$ cat config.mk
export PLATFORM = sky130hd
export DESIGN_NAME = pio_pixel_unpacker_flat
export DESIGN_NICKNAME = d
export VERILOG_FILES = /design/src/rtl/pio_pixel_unpacker_pkg.sv /design/src/rtl/pio_pixel_unpacker_if.sv /design/src/rtl/pixel_pos_counter.sv /design/src/rtl/pio_pixel_unpacker.sv /design/src/flat_wrapper.sv
export SDC_FILE = /design/constraint.sdc
export NUM_CORES = 1
export LEC_CHECK = 0
export ABC_AREA = 1
export CORE_MARGIN = 5
export CORE_UTILIZATION = 45
export CTS_CLUSTER_SIZE = 24
export DETAILED_ROUTE_END_ITERATION = 8
export DONT_BUFFER_PORTS = 1
export GPL_TIMING_DRIVEN = 0
export PLACE_DENSITY_LB_ADDON = 0.25
export SLEW_MARGIN = 0
export SYNTH_ARGS = -nofsm -noshare
export SYNTH_HDL_FRONTEND = slang
export SYNTH_HIERARCHICAL = 1
export SYNTH_SLANG_ARGS = --single-unit
$ cat constraint.sdc
create_clock -name clk_clk -period 4.35 [get_ports clk_clk]
set_clock_uncertainty 0.05 [all_clocks]
set_input_delay 1.0875 -clock clk_clk [delete_from_list [all_inputs] [get_ports clk_clk]]
set_output_delay 1.0875 -clock clk_clk [all_outputs]
set_load 0.01 [all_outputs]
$ cat src/rtl/pio_pixel_unpacker_pkg.sv
// Shared field layout, limits and FSM state type for the PIO pixel unpacker.
// The HPS packs up to 31 pixels per 256-bit PIO word behind a toggle strobe.
package pio_pixel_pkg;

    localparam int unsigned WORD_W   = 256;
    localparam int unsigned TOG_BIT  = 255;
    localparam int unsigned FS_BIT   = 254;
    localparam int unsigned RSVD_BIT = 253;
    localparam int unsigned NPIX_HI  = 252;
    localparam int unsigned NPIX_LO  = 248;
    localparam int unsigned NPIX_W   = NPIX_HI - NPIX_LO + 1;

    localparam int unsigned PIX_W       = 8;
    localparam int unsigned MAX_PIX     = 31;
    localparam int unsigned PIX_FIELD_W = MAX_PIX * PIX_W;
    localparam int unsigned IDX_W       = 5;
    localparam int unsigned DROP_W      = 16;
    localparam int unsigned POS_W       = 12;

    localparam logic [DROP_W-1:0] DROP_MAX = {DROP_W{1'b1}};

    typedef enum logic [0:0] {
        StIdle,
        StSend
    } state_e;

    // A count-minus-one of 31 would address a pixel slot that does not exist.
    function automatic logic [NPIX_W-1:0] clamp_npix_m1(input logic [NPIX_W-1:0] raw);
        logic [NPIX_W-1:0] lim;
        lim = NPIX_W'(MAX_PIX - 1);
        return (raw > lim) ? lim : raw;
    endfunction

endpackage

$ cat src/rtl/pio_pixel_unpacker_if.sv
// Pixel stream handshake between the unpacker (master) and its consumer (slave).
interface pio_pixel_unpacker_if;
    import pio_pixel_pkg::*;

    logic [PIX_W-1:0] pix_data;
    logic             pix_valid;
    logic             pix_ready;
    logic             pix_sof;
    logic             pix_eol;
    logic             pix_eof;

    modport master (
        output pix_data,
        output pix_valid,
        output pix_sof,
        output pix_eol,
        output pix_eof,
        input  pix_ready
    );

    modport slave (
        input  pix_data,
        input  pix_valid,
        input  pix_sof,
        input  pix_eol,
        input  pix_eof,
        output pix_ready
    );

endinterface

$ cat src/rtl/pixel_pos_counter.sv
// Raster position tracker: x/y advance on each accepted pixel and drive the
// start-of-frame, end-of-line and end-of-frame markers for the current pixel.
module pixel_pos_counter
    import pio_pixel_pkg::*;
#(
    parameter int unsigned LINE_W  = 640,
    parameter int unsigned FRAME_H = 480
) (
    input  logic i_clk,
    input  logic i_rst_n,
    input  logic i_clr,
    input  logic i_adv,
    input  logic i_valid,
    output logic o_sof,
    output logic o_eol,
    output logic o_eof
);

    localparam logic [POS_W-1:0] X_LAST = POS_W'(LINE_W - 1);
    localparam logic [POS_W-1:0] Y_LAST = POS_W'(FRAME_H - 1);

    logic [POS_W-1:0] r_x;
    logic [POS_W-1:0] r_y;
    logic [POS_W-1:0] w_x_d;
    logic [POS_W-1:0] w_y_d;
    logic             w_x_last;
    logic             w_y_last;

    assign w_x_last = (r_x == X_LAST);
    assign w_y_last = (r_y == Y_LAST);

    always_comb begin
        w_x_d = r_x;
        w_y_d = r_y;
        if (i_clr) begin
            w_x_d = '0;
            w_y_d = '0;
        end else if (i_adv) begin
            if (w_x_last) begin
                w_x_d = '0;
                w_y_d = w_y_last ? '0 : r_y + POS_W'(1);
            end else begin
                w_x_d = r_x + POS_W'(1);
            end
        end
    end

    always_ff @(posedge i_clk or negedge i_rst_n) begin
        if (!i_rst_n) begin
            r_x <= '0;
            r_y <= '0;
        end else begin
            r_x <= w_x_d;
            r_y <= w_y_d;
        end
    end

    assign o_sof = i_valid && (r_x == '0) && (r_y == '0);
    assign o_eol = i_valid && w_x_last;
    assign o_eof = i_valid && w_x_last && w_y_last;

endmodule

$ cat src/rtl/pio_pixel_unpacker.sv
// Serializes 256-bit HPS PIO words into an 8-bit valid/ready pixel stream.
// Words arrive by flipping bit 255; words landing while busy are counted and dropped.
module pio_pixel_unpacker
    import pio_pixel_pkg::*;
#(
    parameter int unsigned LINE_W  = 640,
    parameter int unsigned FRAME_H = 480
) (
    input  logic                  clk_clk,
    input  logic                  reset_reset_n,
    input  logic [WORD_W-1:0]     in_data,
    pio_pixel_unpacker_if.master  pix,
    output logic                  busy,
    output logic [DROP_W-1:0]     drop_cnt
);

    state_e                 r_state;
    state_e                 w_state_d;
    logic                   r_tog;
    logic                   w_tog_d;
    logic [IDX_W-1:0]       r_idx;
    logic [IDX_W-1:0]       w_idx_d;
    logic [NPIX_W-1:0]      r_last;
    logic [NPIX_W-1:0]      w_last_d;
    logic [PIX_FIELD_W-1:0] r_pix;
    logic [PIX_FIELD_W-1:0] w_pix_d;
    logic [DROP_W-1:0]      r_drop;
    logic [DROP_W-1:0]      w_drop_d;

    logic w_new;
    logic w_send;
    logic w_xfer;
    logic w_frame_clr;
    logic w_sof;
    logic w_eol;
    logic w_eof;
    logic w_unused_rsvd;

    assign w_unused_rsvd = in_data[RSVD_BIT];

    assign w_new  = in_data[TOG_BIT] ^ r_tog;
    assign w_send = (r_state == StSend);
    assign w_xfer = w_send && pix.pix_ready;

    always_comb begin
        w_state_d   = r_state;
        w_tog_d     = r_tog;
        w_idx_d     = r_idx;
        w_last_d    = r_last;
        w_pix_d     = r_pix;
        w_drop_d    = r_drop;
        w_frame_clr = 1'b0;

        unique case (r_state)
            StIdle: begin
                if (w_new) begin
                    w_state_d   = StSend;
                    w_tog_d     = in_data[TOG_BIT];
                    w_idx_d     = '0;
                    w_last_d    = clamp_npix_m1(in_data[NPIX_HI:NPIX_LO]);
                    w_pix_d     = in_data[PIX_FIELD_W-1:0];
                    w_frame_clr = in_data[FS_BIT];
                end
            end
            StSend: begin
                if (w_xfer) begin
                    if (r_idx == r_last) begin
                        w_state_d = StIdle;
                        w_idx_d   = '0;
                    end else begin
                        w_idx_d = r_idx + IDX_W'(1);
                    end
                end
                // The strobe is consumed even though the payload is lost.
                if (w_new) begin
                    w_tog_d = in_data[TOG_BIT];
                    if (r_drop != DROP_MAX) begin
                        w_drop_d = r_drop + DROP_W'(1);
                    end
                end
            end
            default: begin
                w_state_d = StIdle;
            end
        endcase
    end

    always_ff @(posedge clk_clk or negedge reset_reset_n) begin
        if (!reset_reset_n) begin
            r_state <= StIdle;
            r_tog   <= 1'b0;
            r_idx   <= '0;
            r_last  <= '0;
            r_pix   <= '0;
            r_drop  <= '0;
        end else begin
            r_state <= w_state_d;
            r_tog   <= w_tog_d;
            r_idx   <= w_idx_d;
            r_last  <= w_last_d;
            r_pix   <= w_pix_d;
            r_drop  <= w_drop_d;
        end
    end

    pixel_pos_counter #(
        .LINE_W  (LINE_W),
        .FRAME_H (FRAME_H)
    ) u_pos (
        .i_clk   (clk_clk),
        .i_rst_n (reset_reset_n),
        .i_clr   (w_frame_clr),
        .i_adv   (w_xfer),
        .i_valid (w_send),
        .o_sof   (w_sof),
        .o_eol   (w_eol),
        .o_eof   (w_eof)
    );

    assign pix.pix_data  = r_pix[{r_idx, 3'b000} +: PIX_W];
    assign pix.pix_valid = w_send;
    assign pix.pix_sof   = w_sof;
    assign pix.pix_eol   = w_eol;
    assign pix.pix_eof   = w_eof;

    assign busy     = w_send;
    assign drop_cnt = r_drop;

endmodule

$ cat src/flat_wrapper.sv
// flat-port wrapper written by rule: the top's interface ports become plain ports
module pio_pixel_unpacker_flat import pio_pixel_pkg::*;
#(
    parameter int unsigned LINE_W  = 640,
    parameter int unsigned FRAME_H = 480
)
  (clk_clk, reset_reset_n, in_data, busy, drop_cnt, pix_pix_data, pix_pix_valid, pix_pix_sof, pix_pix_eol, pix_pix_eof, pix_pix_ready);
  pio_pixel_unpacker_if pix_i ();
  input  logic clk_clk;
  input  logic reset_reset_n;
  input  logic [WORD_W-1:0] in_data;
  output logic busy;
  output logic [DROP_W-1:0] drop_cnt;
  output wire logic [$bits(pix_i.pix_data)-1:0] pix_pix_data;
  output wire logic [$bits(pix_i.pix_valid)-1:0] pix_pix_valid;
  output wire logic [$bits(pix_i.pix_sof)-1:0] pix_pix_sof;
  output wire logic [$bits(pix_i.pix_eol)-1:0] pix_pix_eol;
  output wire logic [$bits(pix_i.pix_eof)-1:0] pix_pix_eof;
  input wire logic [$bits(pix_i.pix_ready)-1:0] pix_pix_ready;
  assign pix_pix_data = pix_i.pix_data;
  assign pix_pix_valid = pix_i.pix_valid;
  assign pix_pix_sof = pix_i.pix_sof;
  assign pix_pix_eol = pix_i.pix_eol;
  assign pix_pix_eof = pix_i.pix_eof;
  assign pix_i.pix_ready = pix_pix_ready;
  pio_pixel_unpacker #(.LINE_W(LINE_W), .FRAME_H(FRAME_H)) u_core (.clk_clk(clk_clk), .reset_reset_n(reset_reset_n), .in_data(in_data), .pix(pix_i), .busy(busy), .drop_cnt(drop_cnt));
endmodule
==> results of run 1 <==
-- state kept, by name, indices dropped and copies added, names as in the netlist --
name              count
u_core/r_idx          5
u_core/r_last         5
u_core/r_tog          1
u_core/u_pos/r_y     12
u_core/u_pos/r_x     12
u_core/r_pix        248
u_core/drop_cnt      16
u_core/busy           1
-- worst reg2reg max path: cells and delay by family, from the launching register on --
family	cells	cell delay, ns
buf+inv	3	0.66
flops	1	0.52
simple gates	9	1.63
-- through the flow --
stage / total power, mW / utilization, % / cells / setup WS, ns / cell area (µm²)
after floorplan: 8.16 / - / 2089 / 1.66 / 15300
after global placement: 9.88 / 47.2 / 2537 / 0.936 / 15800
after detailed placement: 10.0 / 47.2 / 2537 / 0.916 / 15800
after CTS: 12.9 / 50.6 / 2600 / 0.786 / 17000
after global routing: 13.9 / 50.6 / 2605 / 0.608 / 17000
final: 13.0 / 50.6 / 2605 / 0.692 / 17000
-- area by class of cell --
cell class,count,area [µm²]
clock inverter,6,47.5
tap,448,561
multi-input combinational,1477,6390
clock buffer,57,1080
fill,3339,16600
inverter,199,752
antenna,5,12.5
sequential,300,7510
buffer,113,627
-- logic make-up (layout without fill, tap and decap cells) --
group	after synthesis	in the layout	share of synthesized area, %
flops	300	300	49.2
compound gates	169	169	5.96
xor+xnor	19	19	1.09
simple gates	1283	1283	34.3
buf+inv	312	375	9.03
other cells	0	5	0
fa+ha+maj	6	6	0.492
-- synth_stat cells --
library cell | number | share of area (%)
nor3b_1 | 1 | 0.049
inv_1 | 190 | 4.7
nor3_2 | 1 | 0.066
nand3b_1 | 5 | 0.25
nand3_2 | 2 | 0.13
nor2_4 | 1 | 0.074
nand2_1 | 964 | 24
inv_2 | 5 | 0.12
o21ai_0 | 43 | 1.4
clkinv_1 | 2 | 0.049
o21bai_1 | 1 | 0.049
or3_1 | 1 | 0.041
buf_2 | 78 | 2.6
o21ai_1 | 104 | 3.4
xor2_1 | 11 | 0.63
dfrtp_1 | 300 | 49
nand3_1 | 210 | 6.9
xnor2_1 | 8 | 0.46
o211ai_1 | 7 | 0.34
nor4_1 | 1 | 0.041
nor2_2 | 5 | 0.20
o21bai_4 | 1 | 0.12
o22ai_1 | 1 | 0.041
buf_1 | 2 | 0.049
inv_4 | 2 | 0.082
nand2_2 | 2 | 0.082
clkbuf_1 | 12 | 0.29
buf_4 | 14 | 0.69
o21ai_2 | 7 | 0.40
a21oi_1 | 4 | 0.13
nor3_1 | 10 | 0.33
nor2_1 | 65 | 1.6
buf_6 | 7 | 0.52
o41ai_1 | 1 | 0.057
or2_4 | 1 | 0.057
ha_1 | 6 | 0.49
nand4_1 | 9 | 0.37
nand3_4 | 1 | 0.11
nand2_4 | 4 | 0.29
-- per-layer routing --
layer	up-vias	track usage, %
met1	6449	39.3
met5	-	0
met4	6	8.07
li1	6559	-
met2	600	41.1
met3	89	5.39
-- power by group through the flow --
stage / Sequential [mW] / Clock, mW / Combinational [mW]
6_report: 4.58 / 2.88 / 5.51
5_1_grt: 4.70 / 3.05 / 6.11
4_1_cts: 4.57 / 2.93 / 5.43
3_5_place_dp: 4.61 / 0 / 5.39
3_3_place_gp: 4.58 / 0 / 5.30
2_1_floorplan: 4.43 / 0 / 3.73
-- worst max path at each step --
stage | startpoint | end | slack [ns]
floorplan | in_data[255] | u_core/u_pos/r_x[9]$_DFFE_PN0P_ | 1.66
global placement | in_data[255] | u_core/u_pos/r_x[11]$_DFFE_PN0P_ | 0.94
detailed placement | in_data[255] | u_core/u_pos/r_x[11]$_DFFE_PN0P_ | 0.92
CTS | u_core/r_idx[0]$_DFFE_PN0P_ | pix_pix_data[7] | 0.79
global route | u_core/r_idx[0]$_DFFE_PN0P_ | pix_pix_data[1] | 0.61
finish | u_core/r_idx[0]$_DFFE_PN0P_ | pix_pix_data[7] | 0.69
==> out/summary.txt, run 1 <==
Die area: 37700 µm²
Final WL: 52300 µm
Routability cong.: 0.960
P_sw: 5.55 mW
Clk root buf: clkbuf_16
CP Cell Sequence: inv_2, clkbuf_1, nand2_1, nand3_1, nand3_1, nand3_1, nand2_1, nand2_1, nand2_1
Area grow syn2layout: 11.1%
Clock Power Share: 22.2%
Post-DRT Antenna Nets: 0
Worst-Margin Slew: 0.938 ns
WP data required: 3.21 ns
Routed length per instance: 20.1 µm
Vias per cell: 5.26
Setup crit end kind: output port
TritonCTS clock tree: yes
Largest vdd supply drop: 0.345 mV
Starting DRT DRC Count: 1128
TritonCTS Sinks: 300
CP delay by family, top: simple AND/OR/NAND/NOR gates
DR vias: 13703
Static leakage: 8.87 nW
R2R setup slack: 1.43 ns
Setup_tns: 0 ns
End of the worst register-to-register path: u_core/u_pos/r_x[9]$_DFFE_PN0P_
GRT overflow: 0
Status: finished, final reports clean
Wl on met1: 22900 µm
Buffer and inverter count on the worst path: 2
Crit Path Class: flip-flop to output port
Most common cell on crit path: nand2_1
RSZ-0062 raised after global routing: no
Worst-Skew Late Latency: 0.52 ns
Deepest clock path buffer count: 3
Max Cap Viol: 0
PwrDens: 764 nW/µm²
Final #Nets: 2392
Vias in the first global route: 13241
Mapped Area: 15300 µm²
Combinational share of power: 42.5%
DR DRC count: 0
Die Ht: 194 µm
CTS clk-pin slew, worst paths: 0.05 ns
Critical-path top delay cell: clkbuf_1
Post-synthesis sequential area ratio: 49.2%
Setup bufs post-CTS: 0
Mapped Nets: 2354
Switching Fraction: 42.8%
Row count: 67
Max Clock Freq: 273 MHz
Initial antenna violation count: 8
Largest fanout on the critical path: 10
Layout cell share with drive strength beyond 1: 8.46%
H-tree depth: 2
TritonCTS buffer count: 36
DIE WIDTH: 194 µm
FF-to-FF path depth: 12
Mean Syn Cell Area: 7.31 µm²
Relative slew slack: 37.5%
PostCTS Resize Cnt: 0
Final hold violation count: 0
Number of port buffers: 0
#FFs+latches synth: 300
Tcrit/Tclk final: 84.1%
Flop pwr share: 35.3%
Instance count on the critical path: 9
Top-level port count: 288
Final worst path period need: 3.66 ns
Core area: 33500 µm²
First-pass GRT wire length: 79200 µm
CP peak stage delay: 0.60 ns
Post-Syn Instances: 2089
Commonest non-fill, non-tap cells in the layout: 964 x nand2_1, 300 x dfrtp_1, 210 x nand3_1, 190 x inv_1, 104 x o21ai_1
Most common cell after layout, fill and taps aside: nand2_1
Pint: 7.42 mW
DRT Pass-1 Iters: 5
Initial core utilization: 45.5%
Hold Buf Count CTS: 0
Highest metal used: met5
Total track usage: 27.0%
Met2 wire len: 23200 µm
Setup violations, final: 0
Minimum hold slack: 0.221 ns
Synth warn: 6
Largest net degree at the start of global routing: 301
Startpoint types: flip-flop
Max-slew violations: 0
Met3 WL post-DR: 4740 µm
Distinct cells, synth: 39
DP HPWL: 39800 µm
HP Class: input port to async pin
CP arrival: 2.52 ns
R2R Path Start: u_core/busy$_DFF_PN0_
No activity file was read; power rests on OpenSTA's default activity.
==> run 2: changes to the inputs <==
clock period = 3.7 ns   (was 4.35 ns; I/O delays follow)
==> results of run 2 <==
Same layout as run 1 (identical final DEF). Status: finished, final reports clean.
Main changes from that run: setup slack after placement 0.916 ns -> 0.428 ns; setup slack after layout 0.692 ns -> 0.205 ns; hold slack 0.221 ns -> 0.0588 ns; register-to-register setup slack 1.43 ns -> 0.78 ns; total power 13.0 mW -> 15.2 mW; worst IR drop on VDD 0.345 mV -> 0.406 mV
==> run 3: changes to the inputs <==
CTS_BUF_LIST = sky130_fd_sc_hd__clkbuf_16   (was default)
==> run 3 against run 2 <==
Effect of this change: largest power group unchanged; critical path type unchanged; clock power shrank 6.2%; combinational power barely moved; global-route usage down 0.059 points; non-clock buffer count is the same; sequential share of layout area grew 0.21 points; fmax increased by 0.90%; final cell count unchanged; worst hold slack better by 0.016 ns.
==> out/summary.txt, run 3 (synthesized netlist as in run 1, its figures left out) <==
PwrDens: 891 nW/µm²
Commonest non-fill, non-tap cells in the layout: 964 x nand2_1, 300 x dfrtp_1, 210 x nand3_1, 202 x inv_1, 104 x o21ai_1
CP delay by family, top: simple AND/OR/NAND/NOR gates
RSZ-0062 raised after global routing: no
Total track usage: 27.0%
Row count: 67
Flop pwr share: 35.8%
CP arrival: 2.49 ns
DR vias: 13661
Clock Power Share: 21.1%
Max Cap Viol: 0
Final WL: 52500 µm
FF-to-FF path depth: 12
TritonCTS Sinks: 300
Final hold violation count: 0
DIE WIDTH: 194 µm
Pint: 8.52 mW
Instance count on the critical path: 9
Combinational share of power: 43.1%
Critical-path top delay cell: clkbuf_1
Minimum hold slack: 0.0746 ns
Largest vdd supply drop: 0.408 mV
H-tree depth: 2
Starting DRT DRC Count: 1182
Routed length per instance: 20.1 µm
Hold Buf Count CTS: 0
Final #Nets: 2392
PostCTS Resize Cnt: 0
Largest net degree at the start of global routing: 301
Most common cell on crit path: nand2_1
Routability cong.: 0.960
Worst-Margin Slew: 0.806 ns
Setup_tns: 0 ns
Status: finished, final reports clean
TritonCTS clock tree: yes
Top-level port count: 288
First-pass GRT wire length: 79000 µm
CTS clk-pin slew, worst paths: 0.05 ns
Core area: 33500 µm²
Clk root buf: clkbuf_16
Number of port buffers: 0
Relative slew slack: 46.2%
Die Ht: 194 µm
Most common cell after layout, fill and taps aside: nand2_1
GRT overflow: 0
Vias in the first global route: 13228
Setup crit end kind: output port
Initial core utilization: 45.5%
P_sw: 6.53 mW
Tcrit/Tclk final: 93.6%
CP Cell Sequence: inv_2, clkbuf_1, nand2_1, nand3_1, nand3_1, nand3_1, nand2_1, nand2_1, nand2_1
Layout cell share with drive strength beyond 1: 8.09%
Deepest clock path buffer count: 3
CP peak stage delay: 0.57 ns
WP data required: 2.72 ns
Largest fanout on the critical path: 10
Die area: 37700 µm²
Area grow syn2layout: 10.6%
Switching Fraction: 43.4%
HP Class: input port to async pin
Post-DRT Antenna Nets: 0
Static leakage: 8.88 nW
DP HPWL: 39800 µm
Reg with most FFs: u_core/r_pix
Post-DP Area: 15800 µm²
Startpoint types: flip-flop
Number of flip-flops in the largest register: 248
Setup bufs post-CTS: 0
Buffer and inverter count on the worst path: 2
Initial antenna violation count: 8
DR DRC count: 0
Crit Path Class: flip-flop to output port
Setup violations, final: 0
TritonCTS buffer count: 36
DRT Pass-1 Iters: 7
Post-route design area: 16900 µm²
Fillers: 3349
Worst-Skew Late Latency: 0.51 ns
Max Clock Freq: 289 MHz
Vias per cell: 5.24
Final worst path period need: 3.46 ns
Max-slew violations: 0
==> run 3: changes by cell type in the layout (fill, tap and decap cells not counted), sizes merged <==
cell,before,now
clkbuf,69,49
clkinv,4,12
inv,200,212
==> run 3: path summary, 6_finish.rpt <==
kind                       slack [ns]                          start                              end
max reg2reg                      0.80          u_core/busy$_DFF_PN0_  u_core/u_pos/r_x[9]$_DFFE_PN0P_
max                              0.24    u_core/r_idx[0]$_DFFE_PN0P_                  pix_pix_data[7]
min                              0.07                  reset_reset_n    u_core/r_pix[227]$_DFFE_PN0P_
min reg2reg                      0.43  u_core/r_pix[217]$_DFFE_PN0P_    u_core/r_pix[217]$_DFFE_PN0P_
max in group asynchronous        2.87                  reset_reset_n    u_core/r_pix[219]$_DFFE_PN0P_
min in group clk_clk             0.43  u_core/r_pix[217]$_DFFE_PN0P_    u_core/r_pix[217]$_DFFE_PN0P_
==> run 3: worst register-to-register path: stages (launching register included) <==
cell and delay, ns:
dfrtp_1 0.52, inv_1 0.18, nand3_4 0.19, clkbuf_1 0.32, nor2_1 0.65, nor2_2 0.20
inv_4 0.14, nand2_2 0.10, nor2_1 0.17, nand3_1 0.12, nand2_1 0.08, nand2_1 0.05
nor2_1 0.08
==> run 3: final cells by class <==
type | instances | area (µm²) | share of cell area (%)
diodes | 5 | 12.5 | 0.0741
plain buffers | 113 | 627 | 3.71
clock buffers | 37 | 926 | 5.48
clock inverters | 26 | 123 | 0.726
inverters | 199 | 752 | 4.45
multi-input cells | 1477 | 6390 | 37.8
flip-flops and latches | 300 | 7510 | 44.4
well taps | 448 | 561 | 3.32
==> run 3: power groups by stage <==
stage | registers (mW) | clock network [mW] | logic [mW]
after CTS | 5.37 | 3.24 | 6.39
final | 5.39 | 3.17 | 6.49
after global routing | 5.52 | 3.38 | 7.18
after global placement | 5.38 | 0 | 6.24
after floorplan | 5.20 | 0 | 4.39
after detailed placement | 5.42 | 0 | 6.34
==> run 3: per-stage QoR <==
step | util (%) | total power [mW] | std cells | worst slack, ns
after floorplan | - | 9.59 | 2089 | 1.17
after global placement | 47.2 | 11.6 | 2537 | 0.449
after detailed placement | 47.2 | 11.8 | 2537 | 0.428
after CTS | 50.3 | 15.0 | 2600 | 0.299
after global routing | 50.4 | 16.1 | 2605 | 0.120
final | 50.4 | 15.1 | 2605 | 0.236
==> run 3: layer usage <==
metal  vias to the layer above  GRT usage (%)  wire length [µm]
met2                       588           41.1             23100
li1                       6546              -                 -
met3                        83           5.25              4470
met5                         -              0                22
met4                         6           8.07              1390
met1                      6438           39.3             23500
==> RTL change, RTL diff (config.mk and constraints of run 3) <==
Change the package constant `IDX_W` from 5 to 3.
--- a/src/rtl/pio_pixel_unpacker_pkg.sv
+++ b/src/rtl/pio_pixel_unpacker_pkg.sv
@@ -13,7 +13,7 @@
     localparam int unsigned PIX_W       = 8;
     localparam int unsigned MAX_PIX     = 31;
     localparam int unsigned PIX_FIELD_W = MAX_PIX * PIX_W;
-    localparam int unsigned IDX_W       = 5;
+    localparam int unsigned IDX_W       = 3;
     localparam int unsigned DROP_W      = 16;
     localparam int unsigned POS_W       = 12;
 
Formal check against the unedited RTL: same outputs for any inputs over 4 cycles, from zero or initial values and one cycle with reset_reset_n low; that may be too few to reach the edited logic, so the function may still have changed.
==> RTL change against run 3 <==
- sequential cell count shrank 186
- cell area shrank 59%
- worst setup slack gained 290 ps
- synthesized cell count shrank 60%
- combinational power shrank 73%
- die area shrank 58%
- power shrank 64%
- count of clock-buffer cells in the layout shrank 20
- global-route usage shrank 5.8 points
- routed wire length shrank 68%
- area after synthesis shrank 60%
- critical path type unchanged
- largest power group is now registers
==> RTL change: results (changes against run 3) <==
.. list-table::
   :header-rows: 1

   * - Metric
     - Value
   * - CP top delay family
     - buffers and inverters
   * - Mapped Nets
     - 1106 (-53%)
   * - Leakage dissipation
     - 3.476 nW (-61%)
   * - Unique cell type count in the Yosys netlist
     - 34 (-13%)
   * - Number of H-tree levels
     - 4 (+2)
   * - Total cell area at the placement stage
     - 6287 sq um (-60%)
   * - 1st-pass router iterations
     - 5 (-2)
   * - Clock Tree Buf Depth
     - 2 (-1)
   * - First-pass GRT wire length
     - 26430 um (-67%)
   * - Detailed-route vias per instance
     - 5.213 (-0.60%)
   * - Post-placement setup slack
     - 714.0 ps (+285.8 ps)
   * - Fraction of layout cells with a size suffix above 1
     - 8.706% (+0.62 points)
   * - Routed length per placed instance
     - 15.96 um (-21%)
   * - Detailed-placement wirelength estimate
     - 12090 um (-70%)
   * - Run status
     - finished clean
   * - Largest cells by area after synthesis
     - sky130_fd_sc_hd__dfrtp_1 47%, sky130_fd_sc_hd__nand2_1 23%, sky130_fd_sc_hd__nor2_1 5.3%, sky130_fd_sc_hd__o21ai_0 3.8%, sky130_fd_sc_hd__inv_1 3.3%
   * - Number of flip-flops under the largest register name
     - 64 (-74%)
   * - Clock insertion delay at the later pin of the skew report
     - 410 ps (-100 ps)
   * - Maximum number of pins on one net before global-route repair
     - 115 (-62%)
   * - Final instance count without filler cells
     - 1049 (-60%)
   * - Number of buffers added by the clock tree synthesis step
     - 17 (-53%)
   * - Peak supply drop
     - 0.0005172 V (+27%)
   * - Total global routing track utilization
     - 21.18% (-5.8 points)
   * - Arrival time reported for the critical path endpoint
     - 2200 ps (-290 ps)
   * - Diode count
     - 0 (-5)
[RTL change: cell type report]
class / count / area, sq um
Fill cell: 1369 / 6377
Sequential cell: 114 / 2853
Clock inverter: 15 / 152.6
Inverter: 60 / 225.2
Multi-Input combinational cell: 634 / 2803
Tap cell: 176 / 220.2
Buffer: 33 / 186.4
Clock buffer: 17 / 425.4
[RTL change: power breakdown]
group          leakage [nW]  internal (mW)  switching (mW)
Clock                 0.295           1.04           0.568
Sequential             1.45           1.71           0.378
Combinational          1.73          0.600            1.16
[RTL change: path summary, 6_finish.rpt]
path / startpoint / to / slack, ps / cells past startpoint
worst max-delay path: u_core/r_idx[1]$_DFFE_PN0P_ / pix_pix_data[6] / 530 / 7
worst min-delay path: reset_reset_n / u_core/drop_cnt[7]$_DFFE_PN0P_ / 160 / 0
worst max register to register: u_core/r_tog$_DFFE_PN0N_ / u_core/u_pos/r_x[9]$_DFFE_PN0P_ / 1260 / 14
worst min register to register: u_core/r_pix[13]$_DFFE_PN0P_ / u_core/r_pix[13]$_DFFE_PN0P_ / 420 / 2
max in group asynchronous: reset_reset_n / u_core/r_pix[20]$_DFFE_PN0P_ / 3300 / 0
min in group clk_clk: u_core/r_pix[13]$_DFFE_PN0P_ / u_core/r_pix[13]$_DFFE_PN0P_ / 420 / 2
[RTL change: metal layers]
metal,routed length (um),vias up,track usage (%)
li1,-,2676,-
met1,8518,2588,32.08
met2,6618,192,28.23
met3,1440,12,7.621
met4,161,0,6.120
met5,0,-,0
[RTL change: kinds of logic (layout without fill, tap and decap cells)]
group	Yosys count	count (layout)	share of synthesized area, %
simple gates	540	540	36.11
compound gates	77	77	7.259
fa+ha+maj	6	6	1.237
buf+inv	93	125	6.785
flops	114	114	47.02
xor+xnor	11	11	1.588
